$ cat src/rtl/ifq_pkg.sv
// rtl/ifq_pkg.sv - shared types and constants for the instruction fetch queue
package ifq_pkg;

  typedef enum logic {
    S_IDLE,
    S_RUN
  } state_t;

  localparam int PC_STEP     = 4;
  localparam int IFQ_ADDR_W  = 8;
  localparam int IFQ_INSTR_W = 32;

  typedef struct packed {
    logic [IFQ_ADDR_W-1:0]  pc;
    logic [IFQ_INSTR_W-1:0] instr;
  } ifq_entry_t;

endpackage

$ cat src/rtl/ifq_fifo.sv
// rtl/ifq_fifo.sv - synchronous DEPTH-entry FIFO with flush, count and head data
module ifq_fifo
  import ifq_pkg::*;
#(
  parameter  int W     = 40,
  parameter  int DEPTH = 4,
  localparam int PW    = $clog2(DEPTH),
  localparam int CW    = PW + 1
) (
  input  logic          clk,
  input  logic          rst_n,
  input  logic          flush,
  input  logic          push,
  input  logic [W-1:0]  push_data,
  input  logic          pop,
  output logic [CW-1:0] count,
  output logic          empty,
  output logic [W-1:0]  head
);

  logic [W-1:0]  mem [DEPTH];
  logic [PW-1:0] wr_ptr;
  logic [PW-1:0] rd_ptr;

  // entry storage; contents are only observed through count-gated head reads
  always_ff @(posedge clk) begin
    if (push && !flush) begin
      mem[wr_ptr] <= push_data;
    end
  end

  // pointers and occupancy; flush empties the queue in one cycle
  always_ff @(posedge clk) begin
    if (!rst_n || flush) begin
      wr_ptr <= '0;
      rd_ptr <= '0;
      count  <= '0;
    end else begin
      if (push) wr_ptr <= wr_ptr + PW'(1);
      if (pop)  rd_ptr <= rd_ptr + PW'(1);
      if (push && !pop)      count <= count + CW'(1);
      else if (pop && !push) count <= count - CW'(1);
    end
  end

  assign empty = (count == '0);
  assign head  = mem[rd_ptr];

endmodule

$ cat src/rtl/ifetch_queue.sv
// rtl/ifetch_queue.sv - sequential PC fetch with credit-limited ROM requests and an output queue; optional IFQ_BYPASS_EN
module ifetch_queue
  import ifq_pkg::*;
#(
  parameter int ADDR_W  = 8,
  parameter int INSTR_W = 32,
  parameter int DEPTH   = 4
) (
  input  logic               clk,
  input  logic               rst_n,
  input  logic               redirect,
  input  logic [ADDR_W-1:0]  redirect_pc,
  output logic               mem_req,
  output logic [ADDR_W-1:0]  mem_addr,
  input  logic [INSTR_W-1:0] mem_rdata,
  output logic               out_valid,
  input  logic               out_ready,
  output logic [INSTR_W-1:0] out_instr,
  output logic [ADDR_W-1:0]  out_pc
);

  localparam int CW = $clog2(DEPTH) + 1;
  localparam int W  = ADDR_W + INSTR_W;

  state_t              state_q;
  state_t              state_d;
  logic [ADDR_W-1:0]   fetch_pc;
  logic                inflight;
  logic                infl_epoch;
  logic                epoch;
  logic [ADDR_W-1:0]   infl_addr;
  logic [CW-1:0]       count;
  logic [CW:0]         credit_used;
  logic                empty;
  logic [W-1:0]        head;
  logic                resp_ok;
  logic                push;
  logic                pop;

  // a response is usable only if it belongs to the current epoch and no redirect is flushing this cycle
  assign resp_ok     = inflight && (infl_epoch == epoch) && !redirect;
  assign credit_used = {1'b0, count} + {{CW{1'b0}}, inflight};
  assign mem_addr    = fetch_pc;

  // state register
  always_ff @(posedge clk) begin
    if (!rst_n) state_q <= S_IDLE;
    else        state_q <= state_d;
  end

  // next state and request issue; queue slots plus the in-flight response bound outstanding work
  always_comb begin
    state_d = state_q;
    mem_req = 1'b0;
    if (redirect) state_d = S_RUN;
    if ((state_q == S_RUN) && !redirect && (credit_used < (CW+1)'(DEPTH))) begin
      mem_req = 1'b1;
    end
  end

  // fetch PC, in-flight tracking and the epoch that marks older responses stale
  always_ff @(posedge clk) begin
    if (!rst_n) begin
      fetch_pc   <= '0;
      inflight   <= 1'b0;
      infl_epoch <= 1'b0;
      infl_addr  <= '0;
      epoch      <= 1'b0;
    end else begin
      inflight   <= mem_req;
      infl_epoch <= epoch;
      if (mem_req) infl_addr <= fetch_pc;
      if (redirect) begin
        fetch_pc <= redirect_pc & ~ADDR_W'(3);
        epoch    <= ~epoch;
      end else if (mem_req) begin
        fetch_pc <= fetch_pc + ADDR_W'(PC_STEP);
      end
    end
  end

  // output selection, queue push and pop; redirect hides the head and blocks any transfer
  always_comb begin
    out_valid = 1'b0;
    out_instr = '0;
    out_pc    = '0;
    push      = 1'b0;
    pop       = 1'b0;
`ifdef IFQ_BYPASS_EN
    if (!empty) begin
      out_valid = !redirect;
      out_pc    = head[W-1:INSTR_W];
      out_instr = head[INSTR_W-1:0];
      push      = resp_ok;
    end else if (resp_ok) begin
      out_valid = 1'b1;
      out_pc    = infl_addr;
      out_instr = mem_rdata;
      push      = !out_ready;
    end
`else
    if (!empty) begin
      out_valid = !redirect;
      out_pc    = head[W-1:INSTR_W];
      out_instr = head[INSTR_W-1:0];
    end
    push = resp_ok;
`endif
    pop = out_valid && out_ready && !empty;
  end

  ifq_fifo #(
    .W     (W),
    .DEPTH (DEPTH)
  ) u_fifo (
    .clk       (clk),
    .rst_n     (rst_n),
    .flush     (redirect),
    .push      (push),
    .push_data ({infl_addr, mem_rdata}),
    .pop       (pop),
    .count     (count),
    .empty     (empty),
    .head      (head)
  );

endmodule

$ cat config.mk
export PLATFORM = sky130hd
export DESIGN_NAME = ifetch_queue
export DESIGN_NICKNAME = d
export VERILOG_FILES = /design/src/rtl/ifq_pkg.sv /design/src/rtl/ifq_fifo.sv /design/src/rtl/ifetch_queue.sv
export SDC_FILE = /design/constraint.sdc
export NUM_CORES = 1
export LEC_CHECK = 0
export ABC_AREA = 1
export CAP_MARGIN = 20
export CORE_ASPECT_RATIO = 1.75
export CORE_MARGIN = 2
export CORE_UTILIZATION = 35
export DETAILED_ROUTE_END_ITERATION = 7
export PLACE_DENSITY = 0.58
export SLEW_MARGIN = 25
export SYNTH_ARGS = -nofsm -noshare
export SYNTH_HDL_FRONTEND = slang
export SYNTH_SLANG_ARGS = --single-unit
$ cat constraint.sdc
create_clock -name clk -period 3 [get_ports clk]
set_clock_uncertainty 0.05 [all_clocks]
set_input_delay 0.3 -clock clk [delete_from_list [all_inputs] [get_ports clk]]
set_output_delay 0.3 -clock clk [all_outputs]
set_load 0.02 [all_outputs]
* After elaboration in Yosys (flattened, before gate mapping)
Memory sizes are Yosys's and may differ from the RTL's. A register that Yosys moved wholly into a read port is not among the register bits.
Cells that the tools add are included.
** Word-level totals
- Flip-flop bits (word level) :: 27
- Memory bits (writable) :: 160
- Output and inout port bits :: 50
- Memories kept :: 1
** Memory list
- u_fifo.mem :: words 4, bits a word 40, rd ports 1, clocked after Yosys merged registers in 1, write ports 1, line ifq_fifo.sv:21 : logic [W-1:0] mem [DEPTH];
** Operators by class
- Add/subtract/negate cells :: 6
- Magnitude comparators :: 1
- Eq/ne operators :: 1
- Muxes and demuxes :: 12
- Bitwise logic cells :: 2
- Reductions and logical operators :: 19
** Operators with widths (count)
- $mux W32 :: 1
- $mux W8 :: 3
- $logic_and A1 B1 Y1 :: 9
- $add A8 B3 Y8 const B :: 1
- $mux W3 :: 2
- $logic_not A1 Y1 :: 5
- $add A2 B1 Y2 const B :: 2
- $add A3 B1 Y4 :: 1
- $lt A4 B3 Y1 const B :: 1
- $mux W1 :: 4
- $mux W2 :: 2
- $reduce_bool A2 Y1 :: 2
- $add A3 B1 Y3 const B :: 1
- $logic_not A3 Y1 :: 1
- $sub A3 B1 Y3 const B :: 1
- $not A1 Y1 :: 2
- $reduce_or A2 Y1 :: 1
- $eq A1 B1 Y1 :: 1
- $logic_or A1 B1 Y1 :: 1

* Depth between registers and ports, before layout
Gate-level depths: netlist of run 1.
- Depth after elaboration :: 7
- Mapped depth :: 11
- Gate-level depth less buffers :: 11

* Hierarchy
A second synthesis of run 1 with hierarchy kept.
** Unflattened totals
- Cells, all modules :: 642
- Area, all modules :: 7629.8 um^2
** Modules (own cells, without submodules)
- ifq_fifo :: instances 1, cells an instance 447, area an instance 6502.5 um^2, seq. area each 4984.8 um^2
- ifetch_queue :: instances 1, cells an instance 195, area an instance 1127.3 um^2, seq. area each 320.3 um^2

* Worst setup path before layout of run 1
OpenSTA, ideal clock, no wires.
- Kind :: input to register
- From :: input port redirect
- To :: memory u_fifo.mem[0][0] (enable)
- Arrival :: 2.282 ns
- Data required time :: 2.517 ns
- Path slack :: 0.235 ns
- Stages on the path :: 4
- Buffers on the path :: 1
- Cells stage by stage :: buf_6 -> inv_2 -> nand4_2 -> nor2_1
** On the way
- Word-level cells in the longest chain between the ends :: 5
** Ends and longest elaborated chain
- start: declaration :: line ifetch_queue.sv:11 : input logic redirect,
- $logic_not A1 Y1 (*) :: line ifq_fifo.sv:27, ifetch_queue.sv:41
- $logic_and A1 B1 Y1 :: line ifetch_queue.sv:41 : assign resp_ok = inflight && (infl_epoch == epoch) && !redirect;
- $logic_and A1 B1 Y1 (*) :: line ifq_fifo.sv:27 : if (push && !flush) begin
- $mux W1 (*) :: line ifq_fifo.sv:27
- $mux W1 (not written as such) (*) :: line ifq_fifo.sv:28 : mem[wr_ptr] <= push_data;
- end: declaration :: line ifq_fifo.sv:21
Every way passes the cells marked *; elsewhere a longest branch is shown, timed or not.

==> impl_metrics.ini, run 1 <==
[status]
status = finished clean

[drt]
detail_route.first_pass.iterations = 5
drc = 0
wl_per_cell_um = 16.58
drt-total-wl_um = 16110
initialDrtViolationCount = 246
antenna_violating_nets_left = 0
vias = 4766
drt-vias-per-instance = 4.903

[yosys]
synth.top_cell.area_share_pct = 63.65
syn_area_per_cell_um2 = 11.55
yosys_warnings = 0
synth-seq-cells = 177
post_synth_main_area_contributors = sky130_fd_sc_hd__edfxtp_1 64%, sky130_fd_sc_hd__nor2_1 9.2%, sky130_fd_sc_hd__dfxtp_1 7.0%
netlist.top_cell.by_area = sky130_fd_sc_hd__edfxtp_1
synth.yosys.seq_area_share_pct = 70.63
syn_inst = 621
netlist_area_mm2 = 0.007171
synth_cell_types = 30

[power]
vdd_drop_max_mv = 0.3291
relative_contribution_of_the_clock_network_to_total_power_pct = 42.9
power.density_cell_area_mw_per_mm2 = 579.0
power.share.switching_pct = 20.23
seq_power_share_pct = 52.7
power.net_switching_uw = 1039
power_report.internal_total_uw = 4098
logic_pwr_share_pct = 4.3
leakagePower_uw = 0.003063
report.power.total_uw = 5138

[timing]
maxSlewHeadroom_pct = 64.42
max_slew.worst_pin.slew_ns = 0.5337
total_of_endpoints_with_negative_setup_slack_in_the_final_report = 0
hold_viol = 0
fmaxAchievable_ghz = 0.3600
final_max_slew_viol_count = 0
setup_tns_ns = 0
final_min_period_over_clock_period_pct = 92.60
finalCriticalPeriod_ns = 2.778
grt_setup_unrepaired = false

[worst_setup_path]
worst-r2r-cell-count = 10
worst_ep_required_time_ns = 2.65
rrSetupSlack_ns = 0.89
timing.critical_path.cells = inv_2 -> buf_4 -> o21ai_0 -> a21oi_1 -> clkdlybuf4s50_1
r2r_end = u_fifo.count[2]
cp_top_family = buffers and inverters
critical_path.startpoint_type = register
slowest_cp_cell = sky130_fd_sc_hd__clkdlybuf4s50_1
timing.critical_path.depth = 5
critPathMaxFanout = 44
critPathBufInv = 3
worst-setup-path-type = reg2out
worstReg2RegStart = u_fifo.count[0]
setup.worst_path.end_class = primary output
cp_slowest_stage_delay_ns = 0.66
timing.critical_path.arrival_ns = 2.43

[placement]
port_buffers = 87
finalWeightedCongestion = 0.8024
detailed_place_hpwl_um = 9744

[global_routing]
total_congestion_overflow = 0
number_of_global_route_vias_before_repair = 4862
initial_antenna_violation_count = 1
wire_length_of_the_first_global_routing_pass_um = 25320
gr-usage-all-layers_pct = 15.10
grt_start_max_net_pins = 45

[cts]
cts_hold_buf = 0
cts.htree.levels = 4
cts_inserted_buffers = 17
cts_tree = done
worst_setup_hold_path_clk_slew_ns = 0.07
cts.sinks = 177
ctsLongestPathBuffers = 2
cts_root_buf = sky130_fd_sc_hd__clkbuf_16
clk_latency_ns = 0.42
post-cts-setup-buffers = 0

[die]
design.die.area_mm2 = 0.02169
num_io_pins = 94
start_util_pct = 35.49
placeableCoreArea_mm2 = 0.02020
chip_width_um = 112.2
floorplan.rows = 69
chipHeight_um = 193.4

[finish]
layout.cells.most_common = sky130_fd_sc_hd__nor2_1
multiInputGateArea_mm2 = 0.001798
fillerInstances = 1856
final_nets = 760
layout-drive-gt1-share_pct = 9.003
syn_to_final_growth_pct = 23.75
layout.cells.most_common_list = 171 x sky130_fd_sc_hd__nor2_1, 152 x sky130_fd_sc_hd__edfxtp_1, 87 x sky130_fd_sc_hd__clkdlybuf4s50_1
sequential_cell_area_mm2 = 0.005070

[worst_hold_path]
hold_path_depth = 2
worst_hold_path.endpoint = infl_epoch
worst_hold_startpoint = epoch
holdCritPathClass = reg2reg

[job]
maxCapViolCount = 0
[cells in the mapped netlist, drive strengths merged]
cell,number
clkbuf,9
a21oi,51
nor3,1
buf,28
dfxtp,25
o21ai,88
nand2,32
xor2,2
ha,6
nand4,2
conb,1
edfxtp,152
or2,2
xnor2,1
fa,1
inv,26
nor2,179
nand3,15
[worst min-delay path, delay by kind of cell (launching register included)]
kind	cells	cell delay (ns)
buffers and inverters	1	0.03
and+or+nand+nor	1	0.06
DFF	1	0.33
[metrics by stage]
step	setup slack, ns	area (µm²)	instances	hold WS (ns)	utilization (%)
2_1_floorplan	0.2346	7182	624	0.3489	-
3_3_place_gp	0.5119	8264	938	0.3776	40.91
3_5_place_dp	0.4933	8264	938	0.3934	40.91
4_1_cts	0.05639	8857	970	0.4031	43.84
5_1_grt	0.05136	8871	971	0.4308	43.91
6_report	0.2221	8874	972	0.4086	43.92
[flip-flops by register name, summed over array words and instances (netlist names), named ones only]
| signal | count |
|---|---|
| infl_epoch | 1 |
| inflight | 1 |
| u_fifo.rd_ptr | 2 |
| state_q | 1 |
| u_fifo.mem | 152 |
| epoch | 1 |
| u_fifo.count | 3 |
| u_fifo.wr_ptr | 2 |
| infl_addr | 6 |
| mem_addr | 6 |
[power by group through the flow]
stage	Clock (µW)	Combinational, µW	Sequential, µW
final	2210	223	2710
after global routing	2350	243	2710
after CTS	2250	225	2710
after detailed placement	0	223	2760
after global placement	0	217	2760
after floorplan	0	96.7	2770
[worst max-delay path by stage]
stage / start / endpoint
after floorplan: redirect / u_fifo.mem[0][0]
after global placement: redirect / u_fifo.count[2]
after detailed placement: redirect / u_fifo.count[2]
after CTS: register / out_instr[3]
after global routing: register / out_instr[12]
final: register / out_instr[12]
[layout make-up]
| cell class | count | share of cell area (%) |
|---|---|---|
| multi-input combinational | 384 | 20.26 |
| inverter | 26 | 1.156 |
| clock inverter | 14 | 1.847 |
| sequential | 177 | 57.13 |
| tap | 248 | 3.497 |
| timing repair buffer | 103 | 11.21 |
| clock buffer | 18 | 4.836 |
| antenna | 2 | 0.05640 |
[what timing repair did]
item,CTS,global route
gates resized for setup,0,6
endpoints found under the hold margin,0,0
setup endpoints to repair,0,15
[routing by layer]
metal  wire (µm)  GRT usage, %  vias up  share of wire (%)
met3         791         3.759       16                4.9
met4         314         5.465        0                1.9
met1        6150         16.66     2319                 38
met2        8858         27.71      124                 55
li1            -             -     2307                  -
met5           0             0        -                  0
[kinds of logic after synthesis]
family / Yosys count / synth area share (%)
fa+ha+maj: 7 / 1.326
flops: 177 / 70.63
other cells: 1 / 0.05230
xor+xnor: 3 / 0.3665
buf+inv: 63 / 4.868
compound gates: 139 / 9.702
simple gates: 231 / 13.05
Power figures use the tool's default switching activity.
==> run 2: changes to the inputs <==
--- a/config.mk
+++ b/config.mk
@@ -11,7 +11,8 @@
 export CORE_MARGIN = 2
 export CORE_UTILIZATION = 35
 export DETAILED_ROUTE_END_ITERATION = 7
-export PLACE_DENSITY = 0.58
+export DONT_BUFFER_PORTS = 1
+export PLACE_DENSITY = 0.52
 export SLEW_MARGIN = 25
 export SYNTH_ARGS = -nofsm -noshare
 export SYNTH_HDL_FRONTEND = slang
==> run 2 against run 1 <==
Compared with the run above:
- register-to-register slack got worse by 0.22 ns
- first-iteration DRC count is 7.3% higher
- non-clock buffer count shrank 52
- sequential power is essentially flat
- via count down 4.5%
- combinational power decreased by 26%
- critical path depth did not move
- power is 1.1% lower
==> impl_metrics.ini, run 2 (same netlist as run 1, synthesis figures left out) <==
[die]
start_util_pct = 35.49
design.die.area_mm2 = 0.02169
placeableCoreArea_mm2 = 0.02020
num_io_pins = 94
chip_width_um = 112.2
chipHeight_um = 193.4
floorplan.rows = 69

[global_routing]
wire_length_of_the_first_global_routing_pass_um = 25190
number_of_global_route_vias_before_repair = 4738
initial_antenna_violation_count = 2
total_congestion_overflow = 0
gr-usage-all-layers_pct = 15.10
grt_start_max_net_pins = 77

[drt]
drt-vias-per-instance = 4.946
initialDrtViolationCount = 264
detail_route.first_pass.iterations = 4
antenna_violating_nets_left = 0
drt-total-wl_um = 15990
vias = 4550
wl_per_cell_um = 17.38
drc = 0

[finish]
layout-drive-gt1-share_pct = 10.15
syn_to_final_growth_pct = 16.84
layout.cells.most_common = sky130_fd_sc_hd__nor2_1
fin_cells = 920
max_flop_register = u_fifo.mem
fillerInstances = 1943
final_nets = 708
layout.cells.most_common_list = 171 x sky130_fd_sc_hd__nor2_1, 152 x sky130_fd_sc_hd__edfxtp_1, 78 x sky130_fd_sc_hd__o21ai_0
largest_register_ffs = 152

[placement]
detailed_place_hpwl_um = 9069
port_buffers = 0
finalWeightedCongestion = 0.7462
placedCellCount = 851

[worst_setup_path]
worst_ep_required_time_ns = 2.65
timing.critical_path.arrival_ns = 2.26
rrSetupSlack_ns = 0.67
worstReg2RegStart = epoch
worst-r2r-cell-count = 11
critical_path.startpoint_type = register
worst-setup-path-type = reg2out
critPathMaxFanout = 76
r2r_end = u_fifo.count[2]
setup.worst_path.end_class = primary output

[worst_hold_path]
hold_path_depth = 2
worst_hold_startpoint = out_ready
holdCritPathClass = in2reg

[timing]
setup_tns_ns = 0
fmaxAchievable_ghz = 0.3824
hold_viol = 0
finalCriticalPeriod_ns = 2.615
total_of_endpoints_with_negative_setup_slack_in_the_final_report = 0
maxSlewHeadroom_pct = 34.73
grt_setup_unrepaired = false
final_max_slew_viol_count = 0
max_slew.worst_pin.slew_ns = 0.9776
final_min_period_over_clock_period_pct = 87.16

[cts]
worst_setup_hold_path_clk_slew_ns = 0.07
cts.sinks = 177
ctsLongestPathBuffers = 2
cts_inserted_buffers = 17
cts.htree.levels = 4
resized_cells_post_cts = 0
cts_tree = done
cts_root_buf = sky130_fd_sc_hd__clkbuf_16
clk_latency_ns = 0.42

[status]
status = finished clean

[power]
power.density_cell_area_mw_per_mm2 = 606.2
vdd_drop_max_mv = 0.3565
leakagePower_uw = 0.002925

[job]
maxCapViolCount = 0
==> run 2: worst max path at each step <==
stage               cells past startpoint     start                to
finish                                  5  register      out_instr[6]
global route                            4  register         out_pc[6]
CTS                                     5  register     out_instr[24]
detailed placement                     10  redirect   u_fifo.count[2]
global placement                       10  redirect   u_fifo.count[2]
floorplan                               4  redirect  u_fifo.mem[0][0]
==> run 2: metal layers <==
layer / up-vias / GRT usage (%) / share of wire (%)
li1: 2205 / - / -
met1: 2225 / 16.81 / 40
met2: 102 / 27.55 / 54
met3: 18 / 3.791 / 4.7
met4: 0 / 5.420 / 1.8
met5: - / 0 / 0
==> run 2: where the power goes <==
part / total [µW] / switching (µW) / internal [µW]
Sequential: 2720 / 27.3 / 2690
Clock: 2200 / 911 / 1280
Combinational: 166 / 105 / 61.0
==> run 2: metrics by stage <==
step / total power [µW] / hold WS [ns] / setup slack (ns) / area [µm²] / utilization (%)
final: 5079 / 0.01960 / 0.3851 / 8378 / 41.47
after CTS: 5132 / 0.001725 / 0.3155 / 8373 / 41.45
after global routing: 5246 / 0.004773 / 0.1413 / 8378 / 41.47
after global placement: 2879 / 0.3491 / 0.6917 / 7418 / 36.72
after detailed placement: 2884 / 0.3490 / 0.6642 / 7418 / 36.72
after floorplan: 2862 / 0.3489 / 0.2346 / 7182 / -
==> run 2: critical path: stages, from the launching register on <==
cell and delay, ns:
sky130_fd_sc_hd__dfxtp_2 0.33, sky130_fd_sc_hd__buf_4 0.68, sky130_fd_sc_hd__nor2_1 0.13, sky130_fd_sc_hd__nor2_1 0.11
sky130_fd_sc_hd__o21ai_0 0.09, sky130_fd_sc_hd__a21oi_1 0.50
==> run 2: final cells by class <==
class	instances	area [µm²]	area share [%]
Timing Repair Buffer	51	495.5	5.914
Antenna cell	2	5.005	0.05974
Sequential cell	177	5067	60.48
Tap cell	248	310.3	3.704
Clock buffer	24	545.5	6.511
Multi-Input combinational cell	384	1798	21.46
Clock inverter	8	58.81	0.7019
Inverter	26	97.59	1.165
==> run 2: repair_timing <==
item | CTS | global route
hold endpoints to repair | 143 | 0
hold buffers | 35 | 0
setup endpoints to repair | 0 | 0
setup buffers | 0 | 0
==> run 3: changes to the inputs <==
--- a/config.mk
+++ b/config.mk
@@ -7,12 +7,14 @@
 export LEC_CHECK = 0
 export ABC_AREA = 1
 export CAP_MARGIN = 20
+export CELL_PAD_IN_SITES_DETAIL_PLACEMENT = 0
+export CELL_PAD_IN_SITES_GLOBAL_PLACEMENT = 1
 export CORE_ASPECT_RATIO = 1.75
 export CORE_MARGIN = 2
 export CORE_UTILIZATION = 35
 export DETAILED_ROUTE_END_ITERATION = 7
 export DONT_BUFFER_PORTS = 1
-export PLACE_DENSITY = 0.52
+export PLACE_DENSITY = 0.61
 export SLEW_MARGIN = 25
 export SYNTH_ARGS = -nofsm -noshare
 export SYNTH_HDL_FRONTEND = slang
==> constraint.sdc (replaced) <==
create_clock -name clk -period 3 [get_ports clk]
set_clock_uncertainty 0.05 [all_clocks]
set_input_delay 0.9 -clock clk [delete_from_list [all_inputs] [get_ports clk]]
set_output_delay 0.9 -clock clk [all_outputs]
set_load 0.02 [all_outputs]
==> run 3 against run 2 <==
Compared with the run above:
- core utilization decreased by 0.43 points
- combinational power fell by 25%
- non-clock buffer count up 1
- flip-flop and latch count is the same
- final cell count shrank 0.11%
- highest routed layer unchanged
==> impl_metrics.ini, run 3 (same netlist as run 1, synthesis figures left out) <==
[status]
status = finished clean

[worst_setup_path]
rrSetupSlack_ns = 0.97
critPathMaxFanout = 38
setup.worst_path.end_class = primary output
critical_path.startpoint_type = register
worst_ep_required_time_ns = 2.05
timing.critical_path.arrival_ns = 1.75
worst-setup-path-type = reg2out

[drt]
detail_route.first_pass.iterations = 4
antenna_violating_nets_left = 0
vias = 4590
drt-vias-per-instance = 4.995
initialDrtViolationCount = 231
drt-total-wl_um = 15850
drc = 0
wl_per_cell_um = 17.24

[cts]
post-cts-setup-buffers = 0
cts_inserted_buffers = 17
cts.htree.levels = 4
cts_hold_buf = 0
cts_root_buf = sky130_fd_sc_hd__clkbuf_16
cts.sinks = 177
resized_cells_post_cts = 0
cts_tree = done
worst_setup_hold_path_clk_slew_ns = 0.07
clk_latency_ns = 0.43
ctsLongestPathBuffers = 2

[placement]
finalWeightedCongestion = 0.7321
port_buffers = 0
detailed_place_hpwl_um = 9518
placedCellCount = 887

[finish]
layout-drive-gt1-share_pct = 15.50
largest_register_ffs = 152
fin_cells = 919
layout.cells.most_common_list = 171 x sky130_fd_sc_hd__nor2_1, 152 x sky130_fd_sc_hd__edfxtp_1, 78 x sky130_fd_sc_hd__o21ai_0
final_nets = 709
antenna_cells_inserted = 0
max_flop_register = u_fifo.mem
layout.cells.most_common = sky130_fd_sc_hd__nor2_1
fillerInstances = 1957
syn_to_final_growth_pct = 15.62

[die]
chipHeight_um = 193.4
start_util_pct = 35.49
num_io_pins = 94
placeableCoreArea_mm2 = 0.02020
design.die.area_mm2 = 0.02169
chip_width_um = 112.2
floorplan.rows = 69

[timing]
finalCriticalPeriod_ns = 2.703
total_of_endpoints_with_negative_setup_slack_in_the_final_report = 0
hold_viol = 0
fmaxAchievable_ghz = 0.3700
grt_setup_unrepaired = false
maxSlewHeadroom_pct = 64.34
hold_slack_ns = 0.4091
max_slew.worst_pin.slew_ns = 0.5349
final_min_period_over_clock_period_pct = 90.10
final_max_slew_viol_count = 0

[power]
vdd_drop_max_mv = 0.3211
report.power.total_uw = 4917
power.density_cell_area_mw_per_mm2 = 593.0
leakagePower_uw = 0.002962

[global_routing]
grt_start_max_net_pins = 55
total_congestion_overflow = 0
wire_length_of_the_first_global_routing_pass_um = 25400
number_of_global_route_vias_before_repair = 4875
gr-usage-all-layers_pct = 15.17
initial_antenna_violation_count = 0

[job]
maxCapViolCount = 0

[worst_hold_path]
holdCritPathClass = reg2reg
## run 3: metrics by stage
step                utilization (%)  TNS, ns  setup WS, ns  cell area, µm²
finish                        41.04        0        0.2970            8290
global route                  41.04        0        0.1570            8290
CTS                           41.03        0       0.07645            8288
detailed placement            38.24        0        0.3368            7726
global placement              38.24        0        0.3386            7726
floorplan                         -   -55.55       -0.3654            7182
## run 3: critical path, stage by stage, from the launching register on
cell and delay, ns:
sky130_fd_sc_hd__dfxtp_2 0.35, sky130_fd_sc_hd__buf_4 0.47, sky130_fd_sc_hd__nor2_1 0.11, sky130_fd_sc_hd__o21ai_0 0.12, sky130_fd_sc_hd__a21oi_1 0.10, sky130_fd_sc_hd__buf_4 0.16
## run 3: cell type report
class                   count  area (µm²)  share of cell area [%]
flip-flops and latches    177        5067                   61.12
multi-input cells         384        1798                   21.69
clock buffers              20       467.9                   5.644
repair buffers             52       452.9                   5.463
well taps                 248       310.3                   3.743
inverters                  26       100.1                   1.207
clock inverters            12       93.84                   1.132
## run 3: report_power, final
part | switching, µW | internal [µW] | leakage (µW)
clock network | 927 | 1150 | 0.000282
registers | 27.4 | 2690 | 0.00160
logic | 82.1 | 42.7 | 0.00108
total | 1040 | 3880 | 0.00296
## run 3: path summary, 6_finish.rpt
kind / endpoint / startpoint / cells past startpoint
hold reg to reg: infl_epoch / epoch / 2
hold / removal: infl_epoch / epoch / 2
setup reg to reg: u_fifo.count[2] / epoch / 11
setup / recovery: out_instr[25] / register / 5
## run 3: per-layer routing
layer  track usage, %  vias to the layer above  wire length, µm
li1                 -                     2218                -
met1            15.89                     2261             6076
met2            27.62                       93             8579
met3            4.762                       18              849
met4            6.369                        0              340
met5                0                        -                0
